[src/rtl/rs_alu_station.sv]
// ALU reservation station: captures dispatched entries, wakes sources from the CDB,
// and issues the oldest fully-ready entry to the ALU over a valid/ready handshake.
package rs_pkg;
    localparam int PREG_IDX_WIDTH = 6;

    typedef struct packed {
        logic [1:0]                station_index;
        logic [3:0]                alu_op;
        logic [PREG_IDX_WIDTH-1:0] pd;
        logic [PREG_IDX_WIDTH-1:0] ps1;
        logic                      ps1_valid;
        logic [PREG_IDX_WIDTH-1:0] ps2;
        logic                      ps2_valid;
        logic                      imm_flag;
        logic [31:0]               imm;
        logic [4:0]                rob_idx;
    } reservation_station_entry_t;

    localparam int ENTRY_W = $bits(reservation_station_entry_t);
endpackage

module rs_alu_station
    import rs_pkg::*;
#(
    parameter int         NUM_ENTRIES = 8,
    parameter logic [1:0] STATION_ID  = 2'd0,
    parameter int         AGE_W       = 4
) (
    input  logic                            clk,
    input  logic                            rst,
    input  logic                            branch_flush,
    input  logic                            entry_ready,
    input  logic [ENTRY_W-1:0]              dispatched_entry,
    output logic                            entry_received,
    input  logic                            cdb_valid,
    input  logic [PREG_IDX_WIDTH-1:0]       cdb_pd,
    output logic                            issue_valid,
    input  logic                            issue_ready,
    output logic [ENTRY_W-1:0]              issue_entry,
    output logic                            full,
    output logic [$clog2(NUM_ENTRIES):0]    count
);
    localparam int IDX_W = $clog2(NUM_ENTRIES);
    localparam int CNT_W = IDX_W + 1;
    localparam logic [AGE_W-1:0] AGE_MAX = {AGE_W{1'b1}};

    reservation_station_entry_t entry_reg [NUM_ENTRIES];
    logic [AGE_W-1:0]           age_reg   [NUM_ENTRIES];
    logic [NUM_ENTRIES-1:0]     valid_reg;

    logic [NUM_ENTRIES-1:0]     ready;
    logic [NUM_ENTRIES-1:0]     wake1;
    logic [NUM_ENTRIES-1:0]     wake2;

    reservation_station_entry_t incoming;
    reservation_station_entry_t insert_entry;
    reservation_station_entry_t selected;
    logic                       cdb_hit;
    logic                       free_found;
    logic [IDX_W-1:0]           free_idx;
    logic                       sel_found;
    logic [IDX_W-1:0]           sel_idx;
    logic [AGE_W-1:0]           sel_age;
    logic [CNT_W-1:0]           count_next;
    logic                       issue_fire;

    assign incoming = dispatched_entry;
    // Physical register 0 is the hardwired x0 mapping and never gets broadcast.
    assign cdb_hit  = cdb_valid && (cdb_pd != '0);

    generate
        for (genvar gi = 0; gi < NUM_ENTRIES; gi++) begin : g_slot
            assign ready[gi] = valid_reg[gi] && entry_reg[gi].ps1_valid && entry_reg[gi].ps2_valid;
            assign wake1[gi] = cdb_hit && (entry_reg[gi].ps1 == cdb_pd);
            assign wake2[gi] = cdb_hit && (entry_reg[gi].ps2 == cdb_pd);
        end
    endgenerate

    // Bypass the current broadcast into the entry being captured so no wakeup is lost.
    always_comb begin
        insert_entry           = incoming;
        insert_entry.ps1_valid = incoming.ps1_valid || (incoming.ps1 == '0) ||
                                 (cdb_hit && incoming.ps1 == cdb_pd);
        insert_entry.ps2_valid = incoming.ps2_valid || (incoming.ps2 == '0) ||
                                 (cdb_hit && incoming.ps2 == cdb_pd);
    end

    always_comb begin
        free_found = 1'b0;
        free_idx   = '0;
        for (int i = 0; i < NUM_ENTRIES; i++) begin
            if (!valid_reg[i] && !free_found) begin
                free_found = 1'b1;
                free_idx   = IDX_W'(i);
            end
        end
    end

    always_comb begin
        count_next = '0;
        for (int i = 0; i < NUM_ENTRIES; i++) begin
            count_next = count_next + CNT_W'(valid_reg[i]);
        end
    end

    // Strict greater-than keeps the lowest index on equal (possibly saturated) ages.
    always_comb begin
        sel_found = 1'b0;
        sel_idx   = '0;
        sel_age   = '0;
        for (int i = 0; i < NUM_ENTRIES; i++) begin
            if (ready[i] && (!sel_found || age_reg[i] > sel_age)) begin
                sel_found = 1'b1;
                sel_idx   = IDX_W'(i);
                sel_age   = age_reg[i];
            end
        end
    end

    always_comb begin
        selected           = entry_reg[sel_idx];
        selected.ps1_valid = 1'b1;
        selected.ps2_valid = 1'b1;
    end

    assign full           = &valid_reg;
    assign count          = count_next;
    assign entry_received = entry_ready && (incoming.station_index == STATION_ID) &&
                            !full && !branch_flush && !rst;
    assign issue_valid    = sel_found && !branch_flush && !rst;
    assign issue_entry    = selected;
    assign issue_fire     = issue_valid && issue_ready;

    always_ff @(posedge clk) begin
        for (int i = 0; i < NUM_ENTRIES; i++) begin
            if (rst || branch_flush) begin
                valid_reg[i] <= 1'b0;
                age_reg[i]   <= '0;
            end else if (issue_fire && sel_idx == IDX_W'(i)) begin
                valid_reg[i] <= 1'b0;
            end else if (valid_reg[i]) begin
                if (age_reg[i] != AGE_MAX) begin
                    age_reg[i] <= age_reg[i] + 1'b1;
                end
                if (wake1[i]) begin
                    entry_reg[i].ps1_valid <= 1'b1;
                end
                if (wake2[i]) begin
                    entry_reg[i].ps2_valid <= 1'b1;
                end
            end else if (entry_received && free_found && free_idx == IDX_W'(i)) begin
                valid_reg[i] <= 1'b1;
                entry_reg[i] <= insert_entry;
                age_reg[i]   <= '0;
            end
        end
    end
endmodule

[config.mk]
export PLATFORM = sky130hd
export DESIGN_NAME = rs_alu_station
export DESIGN_NICKNAME = d
export VERILOG_FILES = /design/src/rtl/rs_alu_station.sv
export SDC_FILE = /design/constraint.sdc
export NUM_CORES = 1
export LEC_CHECK = 0
export CAP_MARGIN = 40
export CORE_MARGIN = 4
export CORE_UTILIZATION = 46
export CTS_BUF_LIST = sky130_fd_sc_hd__clkbuf_4 sky130_fd_sc_hd__clkbuf_8 sky130_fd_sc_hd__clkbuf_16
export CTS_CLUSTER_DIAMETER = 50
export DETAILED_ROUTE_END_ITERATION = 8
export PLACE_DENSITY_LB_ADDON = 0.1
export REMOVE_ABC_BUFFERS = 1
export SYNTH_ARGS = -nofsm -noshare
export SYNTH_HDL_FRONTEND = slang
export SYNTH_SLANG_ARGS = --single-unit
[constraint.sdc]
create_clock -name clk -period 17.85 [get_ports clk]
set_input_delay 5.355 -clock clk [delete_from_list [all_inputs] [get_ports clk]]
set_output_delay 5.355 -clock clk [all_outputs]
set_load 0.05 [all_outputs]
After elaboration in Yosys (flattened, before gate mapping)
Memories as Yosys holds them, arrays and structs flattened.
Cells that the tools add are included.
{"block": "word_totals", "ff_bits": 8, "ram_bits": 544, "output_inout_bits": 71, "word_cells": 466, "n_memories": 2}
{"name": "entry_reg", "depth": 8, "width": 64, "read_ports": 9, "rd_ports_with_merged_regs": 0, "wr": 8, "line": "47", "source": "reservation_station_entry_t entry_reg [NUM_ENTRIES];"}
{"name": "age_reg", "depth": 8, "width": 4, "read_ports": 8, "rd_ports_with_merged_regs": 0, "wr": 8, "line": "48", "source": "logic [AGE_W-1:0] age_reg [NUM_ENTRIES];"}
{"block": "classes", "add_sub_neg": 15, "n_lt_le_gt_ge": 7, "n_eq_ne": 40, "muxes": 239, "bitwise_logic": 32, "n_reduce_logical": 123}
{"op": "2-to-1 mux 1 bit", "n": 204}
{"op": "equality test 6 bit", "n": 18}
{"op": "2-to-1 mux 4 bit", "n": 23}
{"op": "logical AND 1 bit", "n": 73}
{"op": "2-to-1 mux 3 bit", "n": 12}
{"op": "adder 4 x 1 -> 4 bit, second input constant", "n": 8}
{"op": "inequality test 4 bit, second input constant", "n": 8}
{"op": "OR 1 bit", "n": 32}
{"op": "> comparator 4 bit", "n": 7}
{"op": "equality test 3 bit, second input constant", "n": 8}
{"op": "zero test 1 bit", "n": 23}
{"op": "adder 4 x 1 -> 4 bit", "n": 4}
{"op": "OR reduction 2 bit", "n": 8}
{"op": "equality test 3 x 2 -> 1 bit, second input constant", "n": 4}
{"op": "zero test 6 bit", "n": 2}
{"op": "logical OR 1 bit", "n": 12}
{"op": "AND reduction 8 bit", "n": 1}
{"op": "equality test 3 x 1 -> 1 bit, second input constant", "n": 2}
{"op": "zero test 3 bit", "n": 2}
{"op": "nonzero test 6 bit", "n": 1}
{"op": "adder 3 x 1 -> 4 bit", "n": 1}
{"op": "adder 2 x 1 -> 3 bit", "n": 1}
{"op": "adder 1 x 1 -> 2 bit", "n": 1}
{"op": "zero test 2 bit", "n": 1}

Logic depth before layout (Yosys ltp)
Gate-level depths: netlist of the first run.
An unclocked memory read counts as a cell.
{"block": "logic_depth", "ltp_word": 41, "ltp_mapped": 64, "ltp_nobuf": 56}

Worst setup path before layout of the first run
No wires, ideal clock.
{"block": "synth_path", "kind": "reg-to-output", "from": "reg valid_reg[0]", "to": "out issue_entry[55]", "arrival_time_ns": 12.466, "slack_ns": 0.029, "path_stages_with_launch": 58, "cell_sequence": "dfxtp_1 > buf_2 > and3_1 > clkbuf_1 > nand2_1 > ha_1 > a2111oi_0 > a211o_1 > clkbuf_1 > nor2b_1 > a21oi_1 > ha_1 > nor2b_1 > o211ai_1 > a21o_1 > a21o_1 > clkbuf_1 > nor2_1 > (+22 left out) > o21bai_1 > ha_1 > nor2b_1 > o211ai_1 > a21oi_1 > nor2_1 > nand3_1 > o21ai_0 > ha_1 > nor2b_1 > o211ai_1 > a21oi_1 > or2_2 > a21oi_1 > clkbuf_1 > o221ai_1 > a21o_1 > a221oi_1"}
{"block": "synth_via", "elab_chain_len": 32}
{"item": "from (decl)", "line": "49", "source": "logic [NUM_ENTRIES-1:0] valid_reg;"}
{"item": "from (signal, indexed assignment)", "line": "137", "source": "valid_reg[i] <= 1'b0;"}
{"item": "from (signal, indexed assignment)", "line": "140", "source": "valid_reg[i] <= 1'b0;"}
{"item": "from (signal, indexed assignment)", "line": "152", "source": "valid_reg[i] <= 1'b1;"}
{"item": "logical AND 1 bit * (2 in series)", "line": "73", "source": "assign ready[gi] = valid_reg[gi] && entry_reg[gi].ps1_valid && entry_reg[gi].ps2_valid;"}
{"item": "2-to-1 mux 4 bit or 2-to-1 mux 1 bit (tied branches)", "line": "112", "source": "if (ready[i] && (!sel_found || age_reg[i] > sel_age)) begin"}
{"item": "> comparator 4 bit or zero test 1 bit (tied branches)", "line": "112"}
{"item": "logical OR 1 bit", "line": "112"}
{"item": "logical AND 1 bit", "line": "112"}
{"item": "2-to-1 mux 4 bit or 2-to-1 mux 1 bit (tied branches)", "line": "112"}
{"item": "> comparator 4 bit or zero test 1 bit (tied branches)", "line": "112"}
{"item": "logical OR 1 bit", "line": "112"}
{"item": "(+15 left out)"}
{"item": "logical OR 1 bit", "line": "112"}
{"item": "logical AND 1 bit", "line": "112"}
{"item": "2-to-1 mux 4 bit or 2-to-1 mux 1 bit (tied branches)", "line": "112"}
{"item": "> comparator 4 bit or zero test 1 bit (tied branches)", "line": "112"}
{"item": "logical OR 1 bit", "line": "112"}
{"item": "logical AND 1 bit", "line": "112"}
{"item": "2-to-1 mux 3 bit *", "line": "112"}
{"item": "memory (8 x 64 bit) *"}
{"item": "to (decl)", "line": "39", "source": "output logic [ENTRY_W-1:0] issue_entry,"}
Mark *: on every way between the ends. The rest lies on a longest branch, timed or not.

==> results of run 1 <==
[power by group through the flow]
stage	Clock [mW]	Sequential, mW	Combinational, mW
2_1_floorplan	0	1.46	0.0356
3_3_place_gp	0	1.46	0.0885
3_5_place_dp	0	1.46	0.0911
4_1_cts	1.30	1.43	0.0916
5_1_grt	1.35	1.43	0.102
6_report	1.27	1.43	0.0940
[worst register-to-register path, delay by kind of cell (launching register included)]
family          cells  cell delay, ps
simple gates       15            3370
flops               1             410
mux                 1             430
buf+inv             3             350
compound gates     24            4840
fa+ha+maj           7            1780
[final timing paths]
check        slack [ps]                          end                            from  cells after the start
min reg2reg         510     entry_reg[4][45]$_DFF_P_        entry_reg[4][45]$_DFF_P_                      2
min                 510     entry_reg[4][45]$_DFF_P_        entry_reg[4][45]$_DFF_P_                      2
max reg2reg        6370  age_reg[1][1]$_SDFFCE_PP0P_  entry_reg[0][38]$_SDFFCE_PN1P_                     50
max                 480              issue_entry[49]  entry_reg[0][38]$_SDFFCE_PN1P_                     53
[area by class of cell]
type / instances / area, sq um / share of cell area (%)
clock buffers: 78 / 1780 / 5.83
diodes: 2 / 5.00 / 0.0164
multi-input cells: 949 / 8020 / 26.3
clock inverters: 38 / 302 / 0.990
inverters: 108 / 408 / 1.34
repair buffers: 208 / 2620 / 8.59
flip-flops and latches: 552 / 16500 / 54.1
well taps: 688 / 861 / 2.82
[stage by stage]
| stage | std cells | utilization, % | total power, mW | TNS (ps) | setup WS (ps) |
|---|---|---|---|---|---|
| 3_5_place_dp | 2496 | 52.3 | 1.55 | 0 | 343 |
| 3_3_place_gp | 2485 | 51.8 | 1.55 | 0 | 760 |
| 6_report | 2623 | 58.1 | 2.80 | 0 | 484 |
| 2_1_floorplan | 1609 | - | 1.49 | -305020 | -4930 |
| 5_1_grt | 2622 | 58.1 | 2.89 | -3980 | -163 |
| 4_1_cts | 2613 | 56.3 | 2.82 | 0 | 8.27 |
[cell usage in the layout (no fill, tap or decap), drive strengths merged, types with 11 or more instances in the layout]
master         instances
nand2                103
a221oi               124
clkinv                31
o211ai                11
clkbuf                81
buf                  123
o221ai                64
xor2                  64
edfxtp               543
and3b                 61
a21oi                 41
a21o                  65
nor2                  44
xnor2                 58
nand4                 22
a22o                  62
nor2b                 12
nor4                  19
o21ai                 18
inv                  111
clkdlybuf4s50         82
and3                  13
o21a                  11
ha                    42
nand3                 33
[metal layers]
| layer | vias to the layer above | global-route usage [%] |
|---|---|---|
| li1 | 7113 | - |
| met1 | 8092 | 31.3 |
| met2 | 486 | 36.7 |
| met3 | 107 | 4.20 |
| met4 | 2 | 7.39 |
| met5 | - | 0 |
[cells by family (layout without fill, tap and decap cells)]
| kind of cell | after synthesis | after routing | synth area share [%] |
|---|---|---|---|
| buf+inv | 200 | 432 | 3.24 |
| simple gates | 345 | 345 | 7.86 |
| compound gates | 427 | 427 | 14.0 |
| mux | 7 | 7 | 0.313 |
| flops | 552 | 552 | 67.7 |
| xor+xnor | 122 | 122 | 4.39 |
| other cells | 1 | 4 | 0.0154 |
| fa+ha+maj | 46 | 46 | 2.49 |
[repair_timing]
item / CTS / global route
gates cloned: 0 / 2
endpoints found under the setup margin: 61 / 62
resized for setup: 6 / 133
hold buffers: 0 / 0
setup buffers: 1 / 5
pin swaps: 1 / 6
==> results.py, run 1 <==
metrics = {
    "final_layout": {
        "syn_to_final_growth_pct": 25.1,
        "nFillCells": 4022,
        "design_area_sq_um": 30500,
        "layout-drive-gt1-share_pct": 19.2,
        "fin_nets": 2007,
        "largest_reg_flops": 512,
    },
    "place": {
        "numPortBuffers": 144,
        "hpwl_um": 39900,
        "postPlaceCellArea_sq_um": 27400,
        "gp_congestion": 0.901,
    },
    "clock_network": {
        "cts_buffers": 66,
        "clkSlewWorstSetupHoldPaths_ps": 60,
        "clockBufferDepth": 3,
        "clkSinkCount": 552,
        "cts_tree": "yes",
        "cts_root_buffer": "clkbuf_16",
        "clock_latency_ps": 600,
        "h-tree-depth": 3,
    },
    "worst_setup_path": {
        "cp_max_fo": 16,
        "path_delay_family": "compound AO/OA/AOI/OAI gates",
        "worst_setup_path_start_kind": "register",
        "critical_path.endpoint_type": "primary output",
        "crit_buf_inv": 5,
        "cpPeakStageDelay_ps": 510,
        "worstSetupPathType": "register to primary output",
        "crit_slowest_cell": "a2111o_2",
        "cp.arrival_ps": 12010,
        "crit_top_cell": "ha_1",
        "required_ps": 12490,
    },
    "route": {
        "antenna_left": 0,
        "vias": 15800,
        "route.met2.wl_um": 32200,
        "wl_met3_um": 3910,
        "drc_errors": 0,
        "top_layer": "met5",
        "drt_iter0_markers": 1474,
        "via_per_inst": 6.02,
        "finalWirelength_um": 66600,
        "post_drt_wl_per_cell_um": 25.4,
        "first_pass_iters": 5,
        "wirelength_met1_um": 28800,
    },
    "global_routing": {
        "track_usage_pct": 22.7,
        "antenna_found_initial": 2,
        "overflow": 0,
        "grt_pass1_vias": 15900,
        "grt_max_degree": 52,
        "grt_pass1_wl_um": 98000,
    },
    "floorplan": {
        "die-width_um": 238,
        "die_y_um": 238,
        "boundaryPins": 147,
        "core_area_sq_um": 52400,
        "die_area_sq_um": 56700,
        "start_util_pct": 46.4,
        "row_count": 84,
    },
    "timing": {
        "hold_viol": 0,
        "maxSlewViolCount": 0,
        "grt_setup_unrepaired": "yes",
        "holdWs_ps": 510,
        "setup_viol": 0,
        "fin_skew_ps": 29.2,
        "tightest_slew_ps": 1190,
        "clock.fmax_ghz": 0.0576,
        "max_slew_margin_pct": 20.5,
        "period_minus_slack_ps": 17370,
        "finalCritPeriodShare_pct": 97.3,
    },
    "worst_hold_path": {
        "hold_path_class": "register to register",
    },
    "power_and_ir_drop": {
        "netSwitchingFraction_pct": 20.9,
        "p_comb_share_pct": 3.4,
        "leakagePower_nw": 10.9,
        "p_clk_share_pct": 45.5,
        "ir_worst_vdd_v": 0.0000659,
        "powerDensity_nw_per_um2": 91.9,
        "cell_internal_pwr_mw": 2.21,
        "pwr-share-seq_pct": 51.2,
        "p_switching_mw": 0.586,
    },
    "synthesis": {
        "ys_ff_latch": 552,
        "yosys-top-cells-count": "edfxtp_1, a221oi_1, inv_1",
        "synth.area.top_cells": "edfxtp_1, a221oi_1, o221ai_1",
        "synth_top_area_cell": "edfxtp_1",
        "synth_cell_types": 62,
        "synth_edf_count": 543,
        "ys_warn_count": 0,
        "synth_ff_type": "edfxtp_1",
        "async_flop_share_pct": 0,
        "syn_inst": 1700,
        "avgSynthCellArea_sq_um": 14.3,
        "seq_area_frac_synth_pct": 67.7,
        "synth.most_common_cell": "edfxtp_1",
        "synth_top_area_share_pct": 66.9,
        "syn_area_sq_um": 24400,
    },
    "outcome": {
        "status": "completed",
    },
    "flow_run": {
        "cap_violations": 0,
    },
}
Power figures use the tool's default switching activity.
==> run 2, diff against run 1 <==
--- a/config.mk
+++ b/config.mk
@@ -6,10 +6,11 @@
 export NUM_CORES = 1
 export LEC_CHECK = 0
 export CAP_MARGIN = 40
-export CORE_MARGIN = 4
+export CORE_MARGIN = 2
 export CORE_UTILIZATION = 46
 export CTS_BUF_LIST = sky130_fd_sc_hd__clkbuf_4 sky130_fd_sc_hd__clkbuf_8 sky130_fd_sc_hd__clkbuf_16
 export CTS_CLUSTER_DIAMETER = 50
+export CTS_CLUSTER_SIZE = 25
 export DETAILED_ROUTE_END_ITERATION = 8
 export PLACE_DENSITY_LB_ADDON = 0.1
 export REMOVE_ABC_BUFFERS = 1
==> run 2 against run 1 <==
Clock skew rose by 5.7 ps. Design area shrank 0.42%. Sequential share of layout area grew 0.23 points. First-iteration DRC count fell by 11%. Setup slack better by 150 ps. Flip-flop and latch count unchanged. Highest routed layer unchanged. Global-route usage grew 0.99 points. Die area shrank 3.3%. Register-to-register slack improved by 190 ps. Sequential power about the same. Fmax is 0.85% higher. Via count is 0.26% lower.
==> results.py, run 2 (synthesized netlist as in run 1, its figures left out) <==
metrics = {
    "global_routing": {
        "antenna_found_initial": 2,
        "overflow": 0,
        "grt_pass1_wl_um": 96600,
        "track_usage_pct": 23.6,
        "grt_pass1_vias": 15600,
        "grt_max_degree": 81,
    },
    "place": {
        "numPortBuffers": 144,
        "dp_slack_ps": 376,
        "postPlaceCellArea_sq_um": 27400,
        "gp_congestion": 0.904,
        "hpwl_um": 38500,
        "placedCellCount": 2499,
    },
    "power_and_ir_drop": {
        "ir_worst_vdd_v": 0.0000873,
        "leakagePower_nw": 10.8,
        "powerDensity_nw_per_um2": 91.6,
    },
    "route": {
        "drt_iter0_markers": 1306,
        "finalWirelength_um": 66200,
        "post_drt_wl_per_cell_um": 25.3,
        "first_pass_iters": 5,
        "drc_errors": 0,
        "vias": 15800,
        "antenna_left": 0,
        "via_per_inst": 6.04,
    },
    "final_layout": {
        "syn_to_final_growth_pct": 24.6,
        "final_cells": 2611,
        "layout-drive-gt1-share_pct": 18.7,
        "largest_reg_flops": 512,
        "final_cell_mix": "edfxtp_1, inv_1, nand2_1, clkdlybuf4s50_1, a221oi_2",
        "nFillCells": 4082,
        "fin_nets": 1998,
        "design_area_sq_um": 30300,
        "layout_commonest_cell": "edfxtp_1",
    },
    "timing": {
        "hold_viol": 0,
        "maxSlewViolCount": 0,
        "period_minus_slack_ps": 17220,
        "finalCritPeriodShare_pct": 96.5,
        "clock.fmax_ghz": 0.0581,
        "holdWs_ps": 531,
        "fin_skew_ps": 34.9,
        "setup_slack_ps": 631,
        "setup_viol": 0,
        "max_slew_margin_pct": 35.8,
        "tightest_slew_ps": 964,
    },
    "outcome": {
        "status": "completed",
    },
    "floorplan": {
        "core_area_sq_um": 52400,
        "die_y_um": 234,
        "row_count": 84,
        "start_util_pct": 46.4,
        "die_area_sq_um": 54800,
        "boundaryPins": 147,
        "die-width_um": 234,
    },
    "worst_setup_path": {
        "path_delay_family": "compound AO/OA/AOI/OAI gates",
        "cp_max_fo": 14,
        "cpPeakStageDelay_ps": 430,
        "worstSetupPathType": "register to primary output",
        "crit_buf_inv": 7,
        "crit_slowest_cell": "mux2_2",
        "critical_path.endpoint_type": "primary output",
        "cp.arrival_ps": 11860,
        "required_ps": 12490,
        "worst_setup_path_start_kind": "register",
    },
    "flow_run": {
        "cap_violations": 0,
    },
    "clock_network": {
        "cts_buffers": 55,
        "cts_root_buffer": "clkbuf_16",
        "h-tree-depth": 2,
        "clock_latency_ps": 650,
        "cts_tree": "yes",
        "clkSlewWorstSetupHoldPaths_ps": 60,
        "clockBufferDepth": 3,
        "clkSinkCount": 552,
    },
    "worst_hold_path": {
        "hold_path_class": "register to register",
    },
}
-- run 2: cell count changes in the layout (fill, tap and decap cells not counted), moves of 5 or more --
cell	before	now
clkbuf_4	10	1
inv_12	0	5
inv_8	3	13
buf_12	50	57
a221oi_2	88	78
clkinv_8	3	10
buf_16	8	2
inv_6	2	9
clkinv_2	13	2
a221oi_1	24	31
clkinv_1	12	3
clkbuf_16	70	57
-- run 2: worst paths after layout --
check / from / end / slack, ps / depth (start not counted)
max reg2reg: entry_reg[0][38]$_SDFFCE_PN1P_ / entry_reg[3][45]$_SDFFCE_PN1P_ / 6560 / 50
min: entry_reg[4][45]$_DFF_P_ / entry_reg[4][45]$_DFF_P_ / 530 / 2
max: entry_reg[0][38]$_SDFFCE_PN1P_ / issue_entry[53] / 630 / 53
min reg2reg: entry_reg[4][45]$_DFF_P_ / entry_reg[4][45]$_DFF_P_ / 530 / 2
-- run 2: power breakdown --
part	switching (mW)	total, mW	internal, mW
Clock	0.604	1.25	0.649
Sequential	0.00554	1.43	1.43
Combinational	0.0546	0.0945	0.0399
-- run 2: metal layers --
layer,GRT usage (%),vias to the layer above,share of wire (%)
met2,37.8,539,47
met3,4.55,97,6.7
met4,5.91,4,2.3
li1,-,7118,-
met5,0,-,0.050
met1,33.4,8001,44
-- run 2: what timing repair did --
action	in CTS	in global routing
pin swaps	1	2
setup endpoints to repair	61	62
buffers inserted	3	2
cloned	0	3
hold buffers	0	0
gates resized for setup	12	126
-- run 2: tightest hold or removal path, cell delays in order (launching register included) --
cell     delay [ps]
dfxtp_1         340
nor3_1           60
a21oi_1         100
-- run 2: area by class of cell --
type                    instances  area [sq um]  area share (%)
multi-input cells             949          7980            26.3
clock buffers                  56          1380            4.56
inverters                     108           408            1.34
flip-flops and latches        552         16500            54.3
diodes                          1          2.50         0.00825
repair buffers                210          2590            8.55
well taps                     688           861            2.84
clock inverters                47           626            2.06
-- run 2: metrics by stage --
step / TNS [ps] / utilization (%) / total power, mW
2_1_floorplan: -305020 / - / 1.49
3_3_place_gp: 0 / 52.1 / 1.55
3_5_place_dp: 0 / 52.2 / 1.55
4_1_cts: -4.10 / 56.2 / 2.80
5_1_grt: -15.2 / 57.9 / 2.86
6_report: 0 / 57.9 / 2.78
==> run 3, diff against run 2 <==
--- a/config.mk
+++ b/config.mk
@@ -7,12 +7,12 @@
 export LEC_CHECK = 0
 export CAP_MARGIN = 40
 export CORE_MARGIN = 2
-export CORE_UTILIZATION = 46
+export CORE_UTILIZATION = 64
 export CTS_BUF_LIST = sky130_fd_sc_hd__clkbuf_4 sky130_fd_sc_hd__clkbuf_8 sky130_fd_sc_hd__clkbuf_16
 export CTS_CLUSTER_DIAMETER = 50
 export CTS_CLUSTER_SIZE = 25
 export DETAILED_ROUTE_END_ITERATION = 8
-export PLACE_DENSITY_LB_ADDON = 0.1
+export PLACE_DENSITY = 0.85
 export REMOVE_ABC_BUFFERS = 1
 export SYNTH_ARGS = -nofsm -noshare
 export SYNTH_HDL_FRONTEND = slang
==> constraint.sdc (replaced) <==
create_clock -name clk -period 20.2 [get_ports clk]
set_input_delay 6.06 -clock clk [delete_from_list [all_inputs] [get_ports clk]]
set_output_delay 6.06 -clock clk [all_outputs]
set_load 0.05 [all_outputs]
==> run 3 against run 2 <==
Sequential power decreased by 12%. Die area decreased by 28%. Clock power shrank 25%. Count of clock-buffer cells in the layout fell by 10. Hold slack improved by 27 ps. Core utilization increased by 18 points. Largest cell class unchanged.
==> results.py, run 3 (synthesized netlist as in run 1, its figures left out) <==
metrics = {
    "route": {
        "vias": 16400,
        "first_pass_iters": 5,
        "drc_errors": 0,
        "finalWirelength_um": 62900,
        "post_drt_wl_per_cell_um": 26.3,
        "drt_iter0_markers": 1960,
        "via_per_inst": 6.85,
        "antenna_left": 0,
    },
    "global_routing": {
        "antenna_found_initial": 4,
        "grt_max_degree": 66,
        "grt_pass1_wl_um": 95400,
        "overflow": 0,
        "grt_pass1_vias": 16800,
        "track_usage_pct": 32.1,
    },
    "timing": {
        "setup_slack_ps": 727,
        "fin_skew_ps": 38.8,
        "holdWs_ps": 559,
        "maxSlewViolCount": 0,
        "clock.fmax_ghz": 0.0514,
        "hold_viol": 0,
        "tightest_slew_ps": 977,
        "finalCritPeriodShare_pct": 96.4,
        "max_slew_margin_pct": 34.9,
        "period_minus_slack_ps": 19470,
        "setup_viol": 0,
    },
    "worst_hold_path": {
        "hold_path_class": "register to register",
        "hold_depth": 2,
        "worstHoldStart": "entry_reg[4][45]$_DFF_P_",
        "holdPathEnd": "entry_reg[4][45]$_DFF_P_",
    },
    "worst_setup_path": {
        "cp_max_fo": 34,
        "r2r_slack_ps": 7960,
        "rr_worst_depth": 52,
        "crit_top_cell": "ha_1",
        "cpPeakStageDelay_ps": 770,
        "crit_slowest_cell": "clkdlybuf4s50_1",
        "r2r_start": "valid_reg[0]$_SDFF_PP0_",
        "worstSetupPathType": "register to primary output",
        "timing.rr.end": "entry_reg[3][38]$_SDFFCE_PN1P_",
        "required_ps": 14140,
        "cp.arrival_ps": 13410,
        "critical_path.endpoint_type": "primary output",
        "worst_setup_path_start_kind": "register",
    },
    "floorplan": {
        "core_area_sq_um": 37600,
        "start_util_pct": 64.8,
        "die_area_sq_um": 39600,
        "boundaryPins": 147,
        "die-width_um": 199,
        "row_count": 71,
        "die_y_um": 199,
    },
    "clock_network": {
        "clockBufferDepth": 3,
        "clkSinkCount": 552,
        "clkSlewWorstSetupHoldPaths_ps": 60,
        "h-tree-depth": 2,
        "cts_tree": "yes",
        "clock_latency_ps": 600,
        "cts_root_buffer": "clkbuf_16",
        "cts_buffers": 44,
        "cts_hold_buf": 0,
    },
    "place": {
        "numPortBuffers": 144,
        "dp_slack_ps": 295,
        "hpwl_um": 37400,
        "gp_congestion": 0.911,
    },
    "final_layout": {
        "nFillCells": 2134,
        "layout_commonest_cell": "edfxtp_1",
        "fin_nets": 1967,
        "final_cell_mix": "edfxtp_1, a221oi_1, clkdlybuf4s50_1, inv_1, nand2_1",
        "layout-drive-gt1-share_pct": 8.51,
        "syn_to_final_growth_pct": 16.6,
        "largest_reg_flops": 512,
    },
    "power_and_ir_drop": {
        "powerDensity_nw_per_um2": 80.1,
        "leakagePower_nw": 10.4,
        "ir_worst_vdd_v": 0.0000900,
    },
    "flow_run": {
        "cap_violations": 0,
    },
    "outcome": {
        "status": "completed",
    },
}
## run 3: worst max path at each step
stage                            startpoint  slack (ps)              end  depth (start not counted)
floorplan           valid_reg[0]$_SDFF_PP0_       -3290   issue_entry[0]                         47
global placement    valid_reg[0]$_SDFF_PP0_         740  issue_entry[52]                         53
detailed placement  valid_reg[0]$_SDFF_PP0_         290  issue_entry[52]                         53
CTS                 valid_reg[0]$_SDFF_PP0_          50   issue_entry[9]                         50
global route        valid_reg[0]$_SDFF_PP0_          -2  issue_entry[49]                         53
finish              valid_reg[0]$_SDFF_PP0_         730  issue_entry[49]                         53
## run 3: routing by layer
layer | part of all wire, % | global-route usage, % | wire length (um) | up-vias
met5 | 0.032 | 0 | 20 | -
met4 | 4.2 | 16.3 | 2620 | 4
met3 | 11 | 5.69 | 6810 | 193
met2 | 49 | 52.1 | 30500 | 1118
met1 | 36 | 41.9 | 22900 | 8053
li1 | - | - | - | 7022
## run 3: stage by stage
| stage | power, mW | cell area, sq um | utilization [%] | setup TNS, ps | std cells |
|---|---|---|---|---|---|
| final | 2.28 | 28400 | 75.6 | 0 | 2393 |
| after global routing | 2.32 | 28400 | 75.6 | -1.94 | 2393 |
| after CTS | 2.28 | 28300 | 75.3 | 0 | 2391 |
| after detailed placement | 1.37 | 26700 | 71.0 | 0 | 2306 |
| after global placement | 1.36 | 26400 | 70.4 | 0 | 2294 |
| after floorplan | 1.32 | 24000 | - | -203030 | 1609 |
## run 3: final cells by class
class                      count  area (sq um)  area share [%]
tap                          511           639            2.25
sequential                   552         16500            58.1
multi-input combinational    949          7220            25.4
timing repair buffer         190          2060            7.25
clock buffer                  46          1120            3.93
inverter                     108           405            1.43
clock inverter                35           470            1.66
antenna                        2          5.00          0.0176
## run 3: what timing repair did
item,CTS,global route
endpoints found under the setup margin,62,62
resized for setup,3,35
pin swaps,1,0
setup buffers,4,0
## run 3: report_power, final
part / total (mW) / switching [mW] / internal (mW)
clock network: 0.934 / 0.451 / 0.483
logic: 0.0781 / 0.0459 / 0.0321
registers: 1.26 / 0.00503 / 1.26
total: 2.28 / 0.502 / 1.77
## run 3: worst max-delay path, delay by kind of cell, from the launching register on
kind / cells / cell delay, ps
flip-flops: 1 / 500
buffers and inverters: 4 / 1150
multiplexers: 2 / 670
AND/OR/NAND/NOR: 14 / 2780
adder cells (fa/ha/maj): 7 / 1940
AO/OA/AOI/OAI: 26 / 5770
